`config.mk`:
```
export PLATFORM = sky130hd
export DESIGN_NAME = dct_coef_link
export DESIGN_NICKNAME = d
export VERILOG_FILES = /design/src/rtl/dct_coef_link_pkg.sv /design/src/rtl/dct_coef_link_buf.sv /design/src/rtl/dct_coef_link.sv
export SDC_FILE = /design/constraint.sdc
export NUM_CORES = 2
export LEC_CHECK = 0
export BUFFER_PORTS_ARGS = -buffer_cell sky130_fd_sc_hd__buf_2
export CAP_MARGIN = 20
export CELL_PAD_IN_SITES_DETAIL_PLACEMENT = 0
export CELL_PAD_IN_SITES_GLOBAL_PLACEMENT = 1
export CORE_UTILIZATION = 50
export DETAILED_ROUTE_END_ITERATION = 10
export GPL_TIMING_DRIVEN = 0
export PLACE_DENSITY = 0.75
export SLEW_MARGIN = 40
export SYNTH_ARGS = -nofsm -noshare
export SYNTH_HDL_FRONTEND = slang
export SYNTH_HIERARCHICAL = 1
export SYNTH_SLANG_ARGS = --single-unit
```
`constraint.sdc`:
```
create_clock -name clk -period 4.1 [get_ports clk]
set_input_delay 0.82 -clock clk [delete_from_list [all_inputs] [get_ports clk]]
set_output_delay 0.82 -clock clk [all_outputs]
set_load 0.01 [all_outputs]
```
`src/rtl/dct_coef_link_pkg.sv`:
```
// Shared defaults, read-side FSM states and the coefficient sign-extension helper for dct_coef_link.
// Pure declarations: no logic, no latency.
package dct_coef_link_pkg;

  localparam int DEF_DW    = 32;
  localparam int DEF_KEEP  = 14;
  localparam int DEF_BLK   = 64;
  localparam int DEF_NBUF  = 2;
  localparam int DEF_CNT_W = 32;

  typedef enum logic {
    S_IDLE  = 1'b0,
    S_BURST = 1'b1
  } rd_state_e;

  // Replicates bit keep-1 into every higher bit; callers truncate to their word width.
  function automatic logic [63:0] sext_coef(input logic [63:0] v, input int keep);
    logic [63:0] r;
    logic        sgn;
    sgn = 1'b0;
    for (int i = 0; i < 64; i++) begin
      if (i == keep - 1) sgn = v[i];
    end
    for (int i = 0; i < 64; i++) begin
      r[i] = (i >= keep) ? sgn : v[i];
    end
    return r;
  endfunction

endpackage

```
`src/rtl/dct_coef_link_buf.sv`:
```
// Block buffer RAM: NBUF*BLK words of KEEP bits, one write and one read port.
// Read data is registered (1 cycle) and holds its value while rd_en is low.
module coef_blk_buf #(
  parameter int W     = 14,
  parameter int DEPTH = 128,
  parameter int AW    = 7
) (
  input  logic          clk,
  input  logic          reset,
  input  logic          wr_en,
  input  logic [AW-1:0] wr_addr,
  input  logic [W-1:0]  wr_dat,
  input  logic          rd_en,
  input  logic [AW-1:0] rd_addr,
  output logic [W-1:0]  rd_dat
);

  logic [W-1:0] mem [DEPTH];
  logic [W-1:0] rd_dat_q;
  logic [W-1:0] rd_dat_d;

  always_ff @(posedge clk) begin
    if (wr_en) mem[wr_addr] <= wr_dat;
  end

  always_comb begin
    rd_dat_d = rd_en ? mem[rd_addr] : rd_dat_q;
  end

  always_ff @(posedge clk or posedge reset) begin
    if (reset) rd_dat_q <= '0;
    else       rd_dat_q <= rd_dat_d;
  end

  assign rd_dat = rd_dat_q;

endmodule

```
`src/rtl/dct_coef_link.sv`:
```
// dct -> idct link: keeps coefficient MSBs, ping-pongs whole blocks and replays each as one start burst.
// Last word in at t -> first word out at t+2; no backpressure: words arriving for a busy buffer are dropped.
module dct_coef_link
  import dct_coef_link_pkg::*;
#(
  parameter int DW    = DEF_DW,
  parameter int KEEP  = DEF_KEEP,
  parameter int BLK   = DEF_BLK,
  parameter int NBUF  = DEF_NBUF,
  parameter int CNT_W = DEF_CNT_W
) (
  input  logic             clk,
  input  logic             reset,
  input  logic             in_valid,
  input  logic [DW-1:0]    in_data,
  input  logic             apx_en,
  input  logic [CNT_W-1:0] apx_lo,
  input  logic [CNT_W-1:0] apx_hi,
  output logic             out_start,
  output logic [DW-1:0]    out_data,
  output logic             rapx,
  output logic             overflow,
  output logic [15:0]      blk_cnt
);

  localparam int IW = $clog2(BLK);
  localparam int BW = $clog2(NBUF);
  localparam int AW = $clog2(NBUF * BLK);
  localparam logic [IW-1:0] LAST_IDX = IW'(BLK - 1);
  localparam logic [BW-1:0] LAST_BUF = BW'(NBUF - 1);

  logic [IW-1:0]    wr_idx_q, wr_idx_d;
  logic [BW-1:0]    wr_buf_q, wr_buf_d;
  logic             blk_drop_q, blk_drop_d;
  logic [NBUF-1:0]  full_q, full_d;
  logic             overflow_q, overflow_d;

  rd_state_e        state_q, state_d;
  logic [IW-1:0]    rd_idx_q, rd_idx_d;
  logic [BW-1:0]    rd_buf_q, rd_buf_d;
  logic             out_start_q, out_start_d;
  logic             rapx_q, rapx_d;
  logic [15:0]      blk_cnt_q, blk_cnt_d;
  logic [CNT_W-1:0] cyc_q, cyc_d;

  logic             wr_last, wr_drop, wr_en;
  logic [AW-1:0]    wr_addr;
  logic             rd_done, rd_en, win;
  logic [AW-1:0]    rd_addr;
  logic [KEEP-1:0]  rd_word;
  logic             in_lsb_unused;

  assign in_lsb_unused = ^in_data;

  // Once any word of a block is dropped the rest of that block is dropped too,
  // so a half-written buffer is never marked full and replayed.
  always_comb begin
    wr_last    = (wr_idx_q == LAST_IDX);
    wr_drop    = in_valid && (full_q[wr_buf_q] || blk_drop_q);
    wr_en      = in_valid && !wr_drop;
    wr_addr    = AW'(int'(wr_buf_q) * BLK + int'(wr_idx_q));
    wr_idx_d   = wr_idx_q;
    wr_buf_d   = wr_buf_q;
    blk_drop_d = blk_drop_q;
    overflow_d = overflow_q | wr_drop;
    if (in_valid) begin
      if (wr_last) begin
        wr_idx_d   = '0;
        blk_drop_d = 1'b0;
        if (wr_en) wr_buf_d = (wr_buf_q == LAST_BUF) ? '0 : wr_buf_q + BW'(1);
      end else begin
        wr_idx_d   = wr_idx_q + IW'(1);
        blk_drop_d = blk_drop_q | wr_drop;
      end
    end
    full_d = full_q;
    if (wr_en && wr_last) full_d[wr_buf_q] = 1'b1;
    if (rd_done)          full_d[rd_buf_q] = 1'b0;
  end

  always_ff @(posedge clk or posedge reset) begin
    if (reset) begin
      wr_idx_q   <= '0;
      wr_buf_q   <= '0;
      blk_drop_q <= 1'b0;
      full_q     <= '0;
      overflow_q <= 1'b0;
    end else begin
      wr_idx_q   <= wr_idx_d;
      wr_buf_q   <= wr_buf_d;
      blk_drop_q <= blk_drop_d;
      full_q     <= full_d;
      overflow_q <= overflow_d;
    end
  end

  // The RAM read runs one word ahead: word 0 is fetched in the IDLE cycle that launches the burst.
  always_comb begin
    state_d     = state_q;
    rd_idx_d    = rd_idx_q;
    rd_buf_d    = rd_buf_q;
    out_start_d = out_start_q;
    rapx_d      = rapx_q;
    blk_cnt_d   = blk_cnt_q;
    rd_en       = 1'b0;
    rd_addr     = AW'(int'(rd_buf_q) * BLK + int'(rd_idx_q) + 1);
    rd_done     = (state_q == S_BURST) && (rd_idx_q == LAST_IDX);
    win         = apx_en && (cyc_q > apx_lo) && (cyc_q < apx_hi);
    cyc_d       = (&cyc_q) ? cyc_q : cyc_q + CNT_W'(1);
    case (state_q)
      S_IDLE: begin
        if (full_q[rd_buf_q]) begin
          state_d     = S_BURST;
          out_start_d = 1'b1;
          rd_idx_d    = '0;
          rapx_d      = ~win;
          rd_en       = 1'b1;
          rd_addr     = AW'(int'(rd_buf_q) * BLK);
        end
      end
      S_BURST: begin
        if (rd_done) begin
          state_d     = S_IDLE;
          out_start_d = 1'b0;
          rd_idx_d    = '0;
          rd_buf_d    = (rd_buf_q == LAST_BUF) ? '0 : rd_buf_q + BW'(1);
          blk_cnt_d   = blk_cnt_q + 16'd1;
        end else begin
          rd_idx_d = rd_idx_q + IW'(1);
          rd_en    = 1'b1;
        end
      end
      default: state_d = S_IDLE;
    endcase
  end

  always_ff @(posedge clk or posedge reset) begin
    if (reset) begin
      state_q     <= S_IDLE;
      rd_idx_q    <= '0;
      rd_buf_q    <= '0;
      out_start_q <= 1'b0;
      rapx_q      <= 1'b1;
      blk_cnt_q   <= '0;
      cyc_q       <= '0;
    end else begin
      state_q     <= state_d;
      rd_idx_q    <= rd_idx_d;
      rd_buf_q    <= rd_buf_d;
      out_start_q <= out_start_d;
      rapx_q      <= rapx_d;
      blk_cnt_q   <= blk_cnt_d;
      cyc_q       <= cyc_d;
    end
  end

  coef_blk_buf #(
    .W     (KEEP),
    .DEPTH (NBUF * BLK),
    .AW    (AW)
  ) u_buf (
    .clk     (clk),
    .reset   (reset),
    .wr_en   (wr_en),
    .wr_addr (wr_addr),
    .wr_dat  (in_data[DW-1 -: KEEP]),
    .rd_en   (rd_en),
    .rd_addr (rd_addr),
    .rd_dat  (rd_word)
  );

  always_comb begin
    out_data = out_start_q ? DW'(sext_coef(64'(rd_word), KEEP)) : '0;
  end

  assign out_start = out_start_q;
  assign rapx      = rapx_q;
  assign overflow  = overflow_q;
  assign blk_cnt   = blk_cnt_q;

endmodule
```
==> reports/qor.csv <==
stage,metric,value,unit
timing,period_share,1.00,
synth,ys_ff_latch,1875,
power,power,51.4,mW
flow_run,cap_violations,0,
timing,setup_viol,1,
synth,synthMuxAreaShare,0.138,
floorplanning,die-height,391,um
synth,synth.net_count,4191,
route,wl_met3,25800,um
placed_design,dp_hpwl,153000,um
worst_setup_path,cpMostUsedCell,clkbuf_4,
power,seq_power_share,0.420,
route,drt_wl_total,221000,um
floorplanning,start_util,0.504,
timing,max_freq,243,MHz
synth,synthXorXnorAreaFrac,0.00636,
grt,grt_pass1_vias,40196,
final_layout,layout-drive-gt1-share,0.251,
synth,synth_cells,4024,
worst_setup_path,crit_chain,clkbuf_4 -> mux2i_4 -> nor2_4 -> nor2_1 -> buf_2 -> clkbuf_4 -> clkbuf_4 -> buf_2 -> clkbuf_2 -> o21ai_0 -> nand2_1 -> a221oi_1,
floorplanning,num_rows,142,
synth,syn-cell-area,0.0756,mm2
synth,yosysWarnings,6,
synth,synth_top_cell_by_area,edfxtp_1,
route,viasPerCell,6.39,
synth,yosys.area_share.simple,0.0362,
status,status,finished with violations,
synth,yosysTopAreaCellShare,0.712,
cts,clock_tree.buffer_depth,3,
synth,synth_edf_count,1792,
synth,ys_types,74,
timing,setup_tns,-0.0146,ns
placed_design,io_buffers,131,
route,top_layer,met5,
route,routedWlPerCell,33.6,um
power,sw_frac_of_total,0.309,
grt,grt_usage,0.290,
grt,grt_start_max_net_pins,93,
grt,overflow,0,
synth,synth-compound-area-share,0.0446,
power,ir_drop,381,uV
cts,clk_pin_slew,0.06,ns
final_layout,register_area,0.0559,mm2
final_layout,nets,4575,
floorplanning,fp.dieW,391,um
route,drt_iter0_drc,5325,
synth,synth_top_cells_by_area,"edfxtp_1, mux4_2, mux2i_1, dfrtp_1, ha_1",
synth,async_reset_ff_frac,0.0443,
timing,setup_ws,-0.0146,ns
grt,grt_pass1_wl,305000,um
synth,yosysSeqAreaShare,0.740,
cts,cts_sinks,1875,
timing,slew_headroom,0.366,
worst_setup_path,crit_fanout,10,
route,wl_met2,99800,um
power,p_int,35.5,mW
placed_design,placed_area,0.0805,mm2
floorplanning,io_pins,151,
timing,finalCriticalPeriod,4.11,ns
power,p_clk_frac,0.320,
cts,htree_levels,4,
synth,synthAdderAreaFrac,0.0111,
status,violations,negative setup slack,
worst_setup_path,crit_slowest_cell,clkbuf_4,
power,switchingPower,15.9,mW
power,comb_power_share,0.260,
power,leakage,30.1,nW
power,power_density,588,mW/mm2
timing,hold_slack,0.361,ns
synth,synth_top_family_by_area,multiplexers,
route,wl_met1,85700,um
final_layout,multi_input_area,0.0192,mm2
grt,antenna_found_initial,6,
final_layout,final_cell_area,0.0874,mm2
timing,slew_violations,0,
worst_setup_path,required,4.81,ns
placed_design,place_inst,6223,
cts,cts_tree,yes,
synth,avgSynthCellArea,18.8,um2
route,drc_errors,0,
timing,tightest_slew,0.951,ns
cts,clk_latency,0.85,ns
timing,finalHoldViolCount,0,
final_layout,n_fill_cell,11108,
placed_design,gp_congestion,1.04,
worst_setup_path,worstPathArrival,4.82,ns
timing,clock_skew,0.0685,ns
worst_setup_path,critPathCaptureType,register,
worst_setup_path,startpoint_type,register,
hold_path,hold_class,input port to register,
floorplanning,coreArea,0.150,mm2
route,drtPass1Iterations,6,
final_layout,layout.cells.non_filler,6572,
route,vias,41964,
cts,cts_buffers,184,
synth,synth-main-ff-cell,edfxtp_1,
timing,rsz0062_at_grt,no,
cts,cts-root-buf,clkbuf_16,
floorplanning,die_area,0.153,mm2
route,ant_nets,0,
worst_setup_path,cp_slowest_stage_delay,0.43,ns
final_layout,area_growth,15.7,%
worst_setup_path,worstSetupPathType,register to register,
Yosys cell counts (all sizes together), types with 6 or more instances:
| cell | n |
|---|---|
| a211oi | 21 |
| nor3 | 19 |
| ha | 67 |
| and2 | 20 |
| and3 | 18 |
| inv | 82 |
| mux4 | 297 |
| o21ai | 66 |
| o22ai | 110 |
| nand4 | 31 |
| clkbuf | 98 |
| o211ai | 20 |
| mux2 | 11 |
| nor2b | 31 |
| nand2 | 153 |
| xor2 | 18 |
| nor4 | 10 |
| nand3 | 53 |
| a22oi | 50 |
| o2111a | 13 |
| and4 | 6 |
| a21oi | 49 |
| mux2i | 355 |
| a31oi | 19 |
| a21o | 6 |
| a2111oi | 9 |
| xnor2 | 36 |
| o221ai | 14 |
| o31a | 7 |
| or4 | 8 |
| a211o | 17 |
| a32oi | 7 |
| edfxtp | 1792 |
| a311o | 7 |
| a221oi | 21 |
| nand2b | 12 |
| nor2 | 203 |
| o311ai | 8 |
| a2bb2oi | 19 |
| dfrtp | 82 |
| buf | 132 |
critical path: cells and delay by family, from the launching register on:
kind / cells / cell delay, ns
AO/OA/AOI/OAI: 2 / 0.46
multiplexers: 1 / 0.31
buffers and inverters: 6 / 2.20
flip-flops: 1 / 0.32
AND/OR/NAND/NOR: 3 / 0.68
cell type report:
class / instances / area share
clock inverters: 85 / 0.0114
plain buffers: 227 / 0.0196
well taps: 2016 / 0.0289
flip-flops and latches: 1875 / 0.640
diodes: 4 / 0.000115
multi-input cells: 1837 / 0.219
repair buffers: 201 / 0.0216
inverters: 82 / 0.00358
clock buffers: 245 / 0.0559
layer usage:
layer  track usage  vias up
met2         0.436     2484
li1              -    17110
met1         0.400    21897
met5             0        -
met3        0.0828      463
met4         0.117       10
flip-flops by register name, indices dropped and copies added (netlist names):
register and cells:
u_buf/mem 1792, cyc_q 32, blk_cnt 16, u_buf/rd_dat 14
rd_idx_q 6, wr_idx_q 6, full_q 2, blk_drop_q 1
out_start 1, overflow 1, rapx 1, rd_buf_q 1
state_q 1, wr_buf_q 1
power groups by stage:
stage	Combinational (mW)	Clock [mW]	Sequential (mW)
after CTS	12.9	16.6	21.6
after floorplan	7.39	0	21.9
final	13.4	16.4	21.6
after detailed placement	12.7	0	22.0
after global routing	13.6	17.3	21.6
after global placement	12.3	0	22.0
logic make-up (layout without fill, tap and decap cells):
kind of cell,Yosys count,in the layout
flip-flops,1875,1875
multiplexers,663,663
AND/OR/NAND/NOR,578,578
AO/OA/AOI/OAI,475,475
buffers and inverters,312,840
adder cells (fa/ha/maj),67,67
XOR/XNOR,54,54
other,0,4
cell usage in the layout, fill, tap and decap left out, drive strengths merged, types with 8 or more instances in the layout:
master   instances
a2bb2oi         19
a211o           17
o221ai          14
clkinv          67
a21oi           49
xor2            18
nor2b           31
o22ai          110
nor4            10
nor3            19
or4              8
nand2b          12
clkbuf         343
o2111a          13
a2111oi          9
nand2          153
mux4           297
dfrtp           82
edfxtp        1792
bufinv          12
and3            18
xnor2           36
buf            329
o211ai          20
ha              67
o311ai           8
a31oi           19
a221oi          21
nand4           31
mux2i          355
inv             85
a22oi           50
nor2           203
a211oi          21
mux2            11
and2            20
nand3           53
o21ai           66
through the flow:
stage	worst slack [ns]	util
2_1_floorplan	0.884	-
3_3_place_gp	-1.76	0.525
3_5_place_dp	-0.834	0.537
5_1_grt	0.00284	0.583
6_report	-0.0146	0.583
4_1_cts	-0.0552	0.578
final timing paths:
kind | startpoint | end | slack [ns] | depth (start not counted)
max reg2reg | rd_buf_q | u_buf/rd_dat[7] | -0.01 | 12
max | rd_buf_q | u_buf/rd_dat[7] | -0.01 | 12
min | in_data[19] | u_buf/mem[85][1] | 0.36 | 1
min in group asynchronous | reset | overflow | 0.52 | 3
max in group asynchronous | reset | u_buf/rd_dat[8] | 3.01 | 3
min reg2reg | blk_cnt[15] | blk_cnt[15] | 0.46 | 1
repair_timing:
item                                    in CTS  in global routing
hold endpoints to repair                    13                  0
hold buffers                                 1                  0
gates resized for setup                     89                 86
endpoints found under the setup margin     317                620
setup buffers                                2                 14
pin swaps                                    4                 23
No activity file was read; power rests on OpenSTA's default activity.
